File: config.mk
export PLATFORM = sky130hd
export DESIGN_NAME = action_executor
export DESIGN_NICKNAME = d
export VERILOG_FILES = /design/src/rtl/dp_action_pkg.sv /design/src/rtl/pkt_byte_fifo.sv /design/src/rtl/action_executor.sv
export SDC_FILE = /design/constraint.sdc
export NUM_CORES = 2
export LEC_CHECK = 0
export ABC_AREA = 1
export BUFFER_PORTS_ARGS = -buffer_cell sky130_fd_sc_hd__buf_2
export CORE_MARGIN = 3
export CORE_UTILIZATION = 55
export DETAILED_ROUTE_END_ITERATION = 16
export PLACE_DENSITY_LB_ADDON = 0.1
export SLEW_MARGIN = 20
export SYNTH_ARGS = -nofsm -noshare
export SYNTH_HDL_FRONTEND = slang
export SYNTH_SLANG_ARGS = --single-unit
File: constraint.sdc
create_clock -name clk -period 7.9 [get_ports clk]
set_input_delay 0.395 -clock clk [delete_from_list [all_inputs] [get_ports clk]]
set_output_delay 0.395 -clock clk [all_outputs]
set_load 0.01 [all_outputs]
File: src/rtl/dp_action_pkg.sv
// Shared types and action-word decode for the action executor stage.
package dp_action_pkg;

   localparam logic [3:0] OP_DROP = 4'd1;
   localparam logic [3:0] OP_FWD  = 4'd2;
   localparam logic [3:0] OP_CPU  = 4'd3;

   localparam int unsigned OPC_LSB  = 0;
   localparam int unsigned PORT_LSB = 8;

   typedef enum logic [1:0] {S_WAIT, S_FWD, S_DROP} state_e;

   typedef enum logic [1:0] {OUT_DROP, OUT_FWD, OUT_CPU} outcome_e;

   typedef struct packed {
      logic       last;
      logic [7:0] data;
   } fifo_entry_t;

   typedef struct packed {
      outcome_e   outcome;
      logic [3:0] port;
   } decision_t;

   // Unknown opcodes fall back to DROP so they land in drop_count.
   function automatic decision_t decode_action(input logic [63:0] act,
                                               input logic [3:0]  cpu_port);
      decision_t d;
      d.port = act[PORT_LSB +: 4];
      case (act[OPC_LSB +: 4])
         OP_FWD:  d.outcome = OUT_FWD;
         OP_CPU:  begin
            d.outcome = OUT_CPU;
            d.port    = cpu_port;
         end
         default: d.outcome = OUT_DROP;
      endcase
      return d;
   endfunction

   function automatic state_e target_state(input outcome_e oc);
      return (oc == OUT_DROP) ? S_DROP : S_FWD;
   endfunction

endpackage

File: src/rtl/pkt_byte_fifo.sv
// First-word fall-through byte FIFO holding {last, data}; DEPTH must be a power of 2.
module pkt_byte_fifo
   import dp_action_pkg::*;
#(
   parameter int unsigned DEPTH = 128
) (
   input  logic                     clk,
   input  logic                     rst_n,
   input  logic                     push,
   input  fifo_entry_t              wdata,
   input  logic                     pop,
   output fifo_entry_t              rdata,
   output logic [$clog2(DEPTH):0]   count,
   output logic                     full,
   output logic                     empty
);

   localparam int unsigned AW = $clog2(DEPTH);
   localparam logic [AW:0] FULL_CNT = (AW + 1)'(DEPTH);

   fifo_entry_t     mem [DEPTH];
   logic [AW-1:0]   wr_ptr_q, rd_ptr_q;
   logic [AW:0]     count_q;
   logic            do_push, do_pop;

   assign full    = (count_q == FULL_CNT);
   assign empty   = (count_q == '0);
   assign count   = count_q;
   assign rdata   = mem[rd_ptr_q];
   assign do_push = push & ~full;
   assign do_pop  = pop & ~empty;

   // Pointers are exactly AW bits wide, so increment wraps naturally.
   always_ff @(posedge clk or negedge rst_n) begin
      if (!rst_n) begin
         wr_ptr_q <= '0;
         rd_ptr_q <= '0;
         count_q  <= '0;
      end else begin
         if (do_push) wr_ptr_q <= wr_ptr_q + 1'b1;
         if (do_pop)  rd_ptr_q <= rd_ptr_q + 1'b1;
         if (do_push && !do_pop)      count_q <= count_q + 1'b1;
         else if (do_pop && !do_push) count_q <= count_q - 1'b1;
      end
   end

   always_ff @(posedge clk) begin
      if (do_push) mem[wr_ptr_q] <= wdata;
   end

endmodule

File: src/rtl/action_executor.sv
// Buffers ingress packets, applies the per-packet action word, and emits the egress stream.
module action_executor
   import dp_action_pkg::*;
#(
   parameter int unsigned DEPTH       = 128,
   parameter logic [3:0]  CPU_PORT    = 4'hF,
   parameter logic [63:0] MISS_ACTION = 64'h0000_0000_0000_0002
) (
   input  logic        clk,
   input  logic        rst_n,
   input  logic        rx_valid,
   input  logic [7:0]  rx_data,
   input  logic        rx_last,
   output logic        rx_ready,
   input  logic        dec_valid,
   input  logic        dec_hit,
   input  logic [63:0] dec_action,
   output logic        tx_valid,
   output logic [7:0]  tx_data,
   output logic        tx_last,
   output logic [3:0]  tx_port,
   input  logic        tx_ready,
   output logic [31:0] fwd_count,
   output logic [31:0] cpu_count,
   output logic [31:0] drop_count,
   output logic        dec_overrun
);

   localparam int unsigned CW = $clog2(DEPTH) + 1;

   fifo_entry_t   head;
   logic [CW-1:0] fifo_count;
   logic          fifo_full, fifo_empty;
   logic          push, pop, pop_last, consume_pend, take_direct;
   decision_t     dec_d;

   state_e        state_q;
   outcome_e      cur_q;
   decision_t     pend_q;
   logic          pend_valid_q;
   logic [3:0]    tx_port_q;
   logic [31:0]   fwd_q, cpu_q, drop_q;
   logic          overrun_q;

   pkt_byte_fifo #(.DEPTH(DEPTH)) u_fifo (
      .clk   (clk),
      .rst_n (rst_n),
      .push  (push),
      .wdata ({rx_last, rx_data}),
      .pop   (pop),
      .rdata (head),
      .count (fifo_count),
      .full  (fifo_full),
      .empty (fifo_empty)
   );

   assign rx_ready = ~fifo_full;
   assign push     = rx_valid & rx_ready;
   assign dec_d    = decode_action(dec_hit ? dec_action : MISS_ACTION, CPU_PORT);

   assign tx_valid = (state_q == S_FWD) & ~fifo_empty;
   assign pop      = ~fifo_empty & (((state_q == S_FWD) & tx_ready) | (state_q == S_DROP));
   assign pop_last = pop & head.last;
   assign tx_data  = tx_valid ? head.data : 8'h00;
   assign tx_last  = tx_valid & head.last;
   assign tx_port  = tx_port_q;

   // The pending slot frees on the same edge it is consumed, so a new decision may refill it.
   assign consume_pend = pend_valid_q & ((state_q == S_WAIT) | pop_last);
   assign take_direct  = dec_valid & (state_q == S_WAIT) & ~pend_valid_q;

   assign fwd_count   = fwd_q;
   assign cpu_count   = cpu_q;
   assign drop_count  = drop_q;
   assign dec_overrun = overrun_q;

   always_ff @(posedge clk or negedge rst_n) begin
      if (!rst_n) begin
         state_q      <= S_WAIT;
         cur_q        <= OUT_DROP;
         pend_q       <= '0;
         pend_valid_q <= 1'b0;
         tx_port_q    <= 4'h0;
         fwd_q        <= '0;
         cpu_q        <= '0;
         drop_q       <= '0;
         overrun_q    <= 1'b0;
      end else begin
         unique case (state_q)
            S_WAIT: begin
               if (pend_valid_q) begin
                  state_q   <= target_state(pend_q.outcome);
                  cur_q     <= pend_q.outcome;
                  tx_port_q <= pend_q.port;
               end else if (dec_valid) begin
                  state_q   <= target_state(dec_d.outcome);
                  cur_q     <= dec_d.outcome;
                  tx_port_q <= dec_d.port;
               end
            end
            S_FWD, S_DROP: begin
               if (pop_last) begin
                  unique case (cur_q)
                     OUT_FWD: fwd_q  <= fwd_q + 32'd1;
                     OUT_CPU: cpu_q  <= cpu_q + 32'd1;
                     default: drop_q <= drop_q + 32'd1;
                  endcase
                  if (pend_valid_q) begin
                     state_q   <= target_state(pend_q.outcome);
                     cur_q     <= pend_q.outcome;
                     tx_port_q <= pend_q.port;
                  end else begin
                     state_q <= S_WAIT;
                  end
               end
            end
            default: state_q <= S_WAIT;
         endcase

         if (dec_valid && !take_direct) begin
            if (pend_valid_q && !consume_pend) begin
               overrun_q <= 1'b1;
            end else begin
               pend_q       <= dec_d;
               pend_valid_q <= 1'b1;
            end
         end else if (consume_pend) begin
            pend_valid_q <= 1'b0;
         end
      end
   end

endmodule

==> impl_metrics.csv <==
group,metric,value,unit
outcome,status,"completed",
synth,ys_top_cells_by_count,"edfxtp_1, nor2_1, nand2_1",
global_routing,grtUsageTotal,27.86,%
timing,rsz0062_at_grt,"no",
critical_path,start_kind,"register",
pwr,max-vdd-ir-drop,0.0004254,V
critical_path,path_cells,"inv_8 > buf_12 > nor2_4 > buf_4 > a22oi_1 > o21ai_0 > a21oi_1 > nand3_1 > nand3_1 > nand3_1 > nand2_1 > nor2_1 > buf_2",
detailed_routing,viasPerCell,6.094,
timing,drv_slew,0,
timing,hold_violations,0,
detailed_routing,drtAntennaViolNets,0,
synth,yosys.area_share.simple,13.80,%
global_routing,grt_start_max_net_pins,165,
critical_path,r2r_start,"u_fifo.rd_ptr_q[0]$_DFFE_PN0P_",
global_routing,met3_usage,4.455,%
clock_tree,cts-root-buf,"clkbuf_16",
die,die_h,318.8,um
synth,yosysMostFrequentCell,"edfxtp_1",
critical_path,max_stage_delay,0.79,ns
die,initial_core_util,55.56,%
global_routing,gr-usage-met1,39.54,%
timing,post-route-period-util,69.13,%
global_routing,grt_overflow,0,
timing,slew-limit-headroom,23.87,%
synth,yosysTopAreaCell,"edfxtp_1",
critical_path,cp.required,7.51,ns
timing,worst_pin_slew,1.138,ns
critical_path,path_class,"register to output port",
placed_design,post-dp-hpwl,81.82,mm
timing,min_period,5.461,ns
timing,clock-skew-final,0.03313,ns
synth,syn_area_per_cell,11.77,um2
synth,synthXorXnorAreaFrac,1.660,%
synth,synth_edf_count,1152,
clock_tree,h-tree-depth,4,
global_routing,grt-busiest-layer,"met2",
synth,synth_compound_area_share,10.29,%
placed_design,place_ws,2.648,ns
detailed_routing,vias,36590,
clock_tree,cts_setup_buffers,0,
die,pin_count,191,
detailed_routing,drtPass1Iterations,6,
die,rows,114,
synth,synthTopCellsByArea,"edfxtp_1, dfrtp_1, nor2_1",
global_routing,grt_pass1_vias,34480,
finish,nNetsFinal,4718,
synth,synthAdderAreaFrac,0.4557,%
finish,num_antenna_cells,0,
timing,tns,0,ns
die,dieArea,101600,um2
synth,netlist_area,53810,um2
critical_path,r2r_end,"fwd_count[4]$_DFFE_PN0P_",
die,coreArea,96850,um2
placed_design,io_buffers,134,
synth,synth_top_cell_area_share,64.28,%
critical_path,reg2reg_slack,2.48,ns
synth,synth.net_count,4669,
synth,yosysUniqueCellTypes,39,
clock_tree,cts_buffer_depth,3,
clock_tree,cts_tree,"done",
clock_tree,cts.sinks,1286,
hold_path,hold_class,"primary input to register",
synth,yosysWarnings,0,
critical_path,cp.arrival,5.07,ns
timing,setup_ws,2.439,ns
critical_path,rr_worst_depth,17,
flow_run,drv_cap,0,
synth,ys_seq_area_share,70.51,%
global_routing,antenna_found_initial,1,
timing,fmax,183.1,MHz
pwr,leakage,20.76,nW
detailed_routing,drt-total-wl,142.7,mm
die,fp.dieW,318.8,um
finish,syn_to_final_growth,10.69,%
detailed_routing,wl_per_cell,23.76,um
clock_tree,clock_latency,0.74,ns
synth,synth_flop_cell,"edfxtp_1",
hold_path,hold_depth,3,
detailed_routing,drt_iter0_drc,4462,
critical_path,cp-startpoint,"u_fifo.rd_ptr_q[1]$_DFFE_PN0P_",
hold_path,whs_endpoint,"pend_q[2]$_DFFE_PN0P_",
finish,drive_above_1_share,8.312,%
global_routing,use_met2,44.51,%
clock_tree,cts_made_buffers,136,
critical_path,crit_path_top_delay_cell,"dfrtp_4",
synth,synthArstFlopShare,10.42,%
synth,syn_inst,4571,
pwr,power.density,340.8,nW/um2
critical_path,crit_fanout,104,
synth,yosys_register_bits,1286,
timing,setup_viol,0,
detailed_routing,drc,0,
global_routing,grt_first_pass_wirelength,215.2,mm
synth,synth_top_family_by_area,"simple AND/OR/NAND/NOR gates",
placed_design,routabilityCongestion,0.8986,
critical_path,cp_common_cell,"nand3_1",
clock_tree,clk_pin_slew,0.06,ns
synth,yosys-mux-area-fraction,0,%
hold_path,hold_path_startpoint,"dec_action[10]",
critical_path,endpoint_kind,"output port",
-- stage by stage --
step           instance area, um2  hold slack (ns)  power, W  utilization (%)  cells
5_1_grt                     59570          0.05235   0.02127            61.50   6004
3_3_place_gp                55380           0.4260   0.01431            57.18   5753
6_report                    59570          0.04865   0.02030            61.50   6004
4_1_cts                     59570          0.01030   0.02032            61.50   6004
2_1_floorplan               53810          0.09941   0.01214                -   4571
3_5_place_dp                55380           0.4208   0.01438            57.18   5753
-- where the power goes --
part           leakage, nW  total [W]  internal [W]  switching [W]
combinational         6.58    0.00644       0.00164        0.00480
sequential            12.2    0.00788       0.00765       0.000233
clock                 2.03    0.00598       0.00341        0.00256
-- routing by layer --
layer | vias up | wire [um]
li1 | 16700 | -
met2 | 1603 | 67300
met4 | 0 | 4367
met1 | 18060 | 59250
met3 | 228 | 11760
met5 | - | 0
-- final cells by class --
type	instances	area (um2)
flip-flops and latches	1286	37960
repair buffers	197	1260
well taps	1276	1597
fillers	7601	37280
clock inverters	69	501.7
clock buffers	177	3638
inverters	125	486.7
multi-input cells	2874	14130
-- worst max-delay path, delay by kind of cell (launching register included) --
| kind | cells | cell delay, ns |
|---|---|---|
| AND/OR/NAND/NOR | 6 | 1.58 |
| buffers and inverters | 4 | 1.39 |
| flip-flops | 1 | 0.79 |
| AO/OA/AOI/OAI | 3 | 0.44 |
-- cell families after synthesis --
kind of cell             count (synthesis)
AO/OA/AOI/OAI                          962
XOR/XNOR                               102
adder cells (fa/ha/maj)                 19
buffers and inverters                  411
flip-flops                            1286
AND/OR/NAND/NOR                       1791
-- cells in the final DEF, fill, tap and decap left out, types with 116 or more instances in the layout --
master | netlist | layout
nor2_1 | 785 | 785
clkbuf_16 | 0 | 137
buf_2 | 101 | 124
o21ai_0 | 576 | 576
edfxtp_1 | 1152 | 1152
nand4_1 | 132 | 132
inv_1 | 118 | 116
o22ai_1 | 118 | 118
nand3_1 | 170 | 170
dfrtp_1 | 134 | 131
nand2_1 | 624 | 624
-- how the worst max path moves through the flow --
| stage | endpoint | slack [ns] |
|---|---|---|
| 6_report | tx_data[3] | 2.44 |
| 2_1_floorplan | u_fifo.count[7]$_DFFE_PN0P_ | 4.75 |
| 3_5_place_dp | fwd_count[25]$_DFFE_PN0P_ | 2.65 |
| 3_3_place_gp | drop_count[23]$_DFFE_PN0P_ | 2.71 |
| 5_1_grt | fwd_count[16]$_DFFE_PN0P_ | 2.09 |
| 4_1_cts | tx_data[3] | 2.48 |
-- flip-flops by register name, summed over array words and instances (netlist names), 2 cells and up --
name	count
cpu_count	32
fwd_count	32
tx_port	4
cur_q	2
u_fifo.wr_ptr_q	7
u_fifo.count	8
state_q	2
u_fifo.mem	1152
pend_q	6
u_fifo.rd_ptr_q	7
drop_count	32
-- timing repair --
action / 4_1_cts / 5_1_grt
resized for setup: 0 / 0
hold buffers: 5 / 0
setup endpoints to repair: 0 / 0
hold endpoints to repair: 63 / 0
No activity file was read; power rests on OpenSTA's default activity.
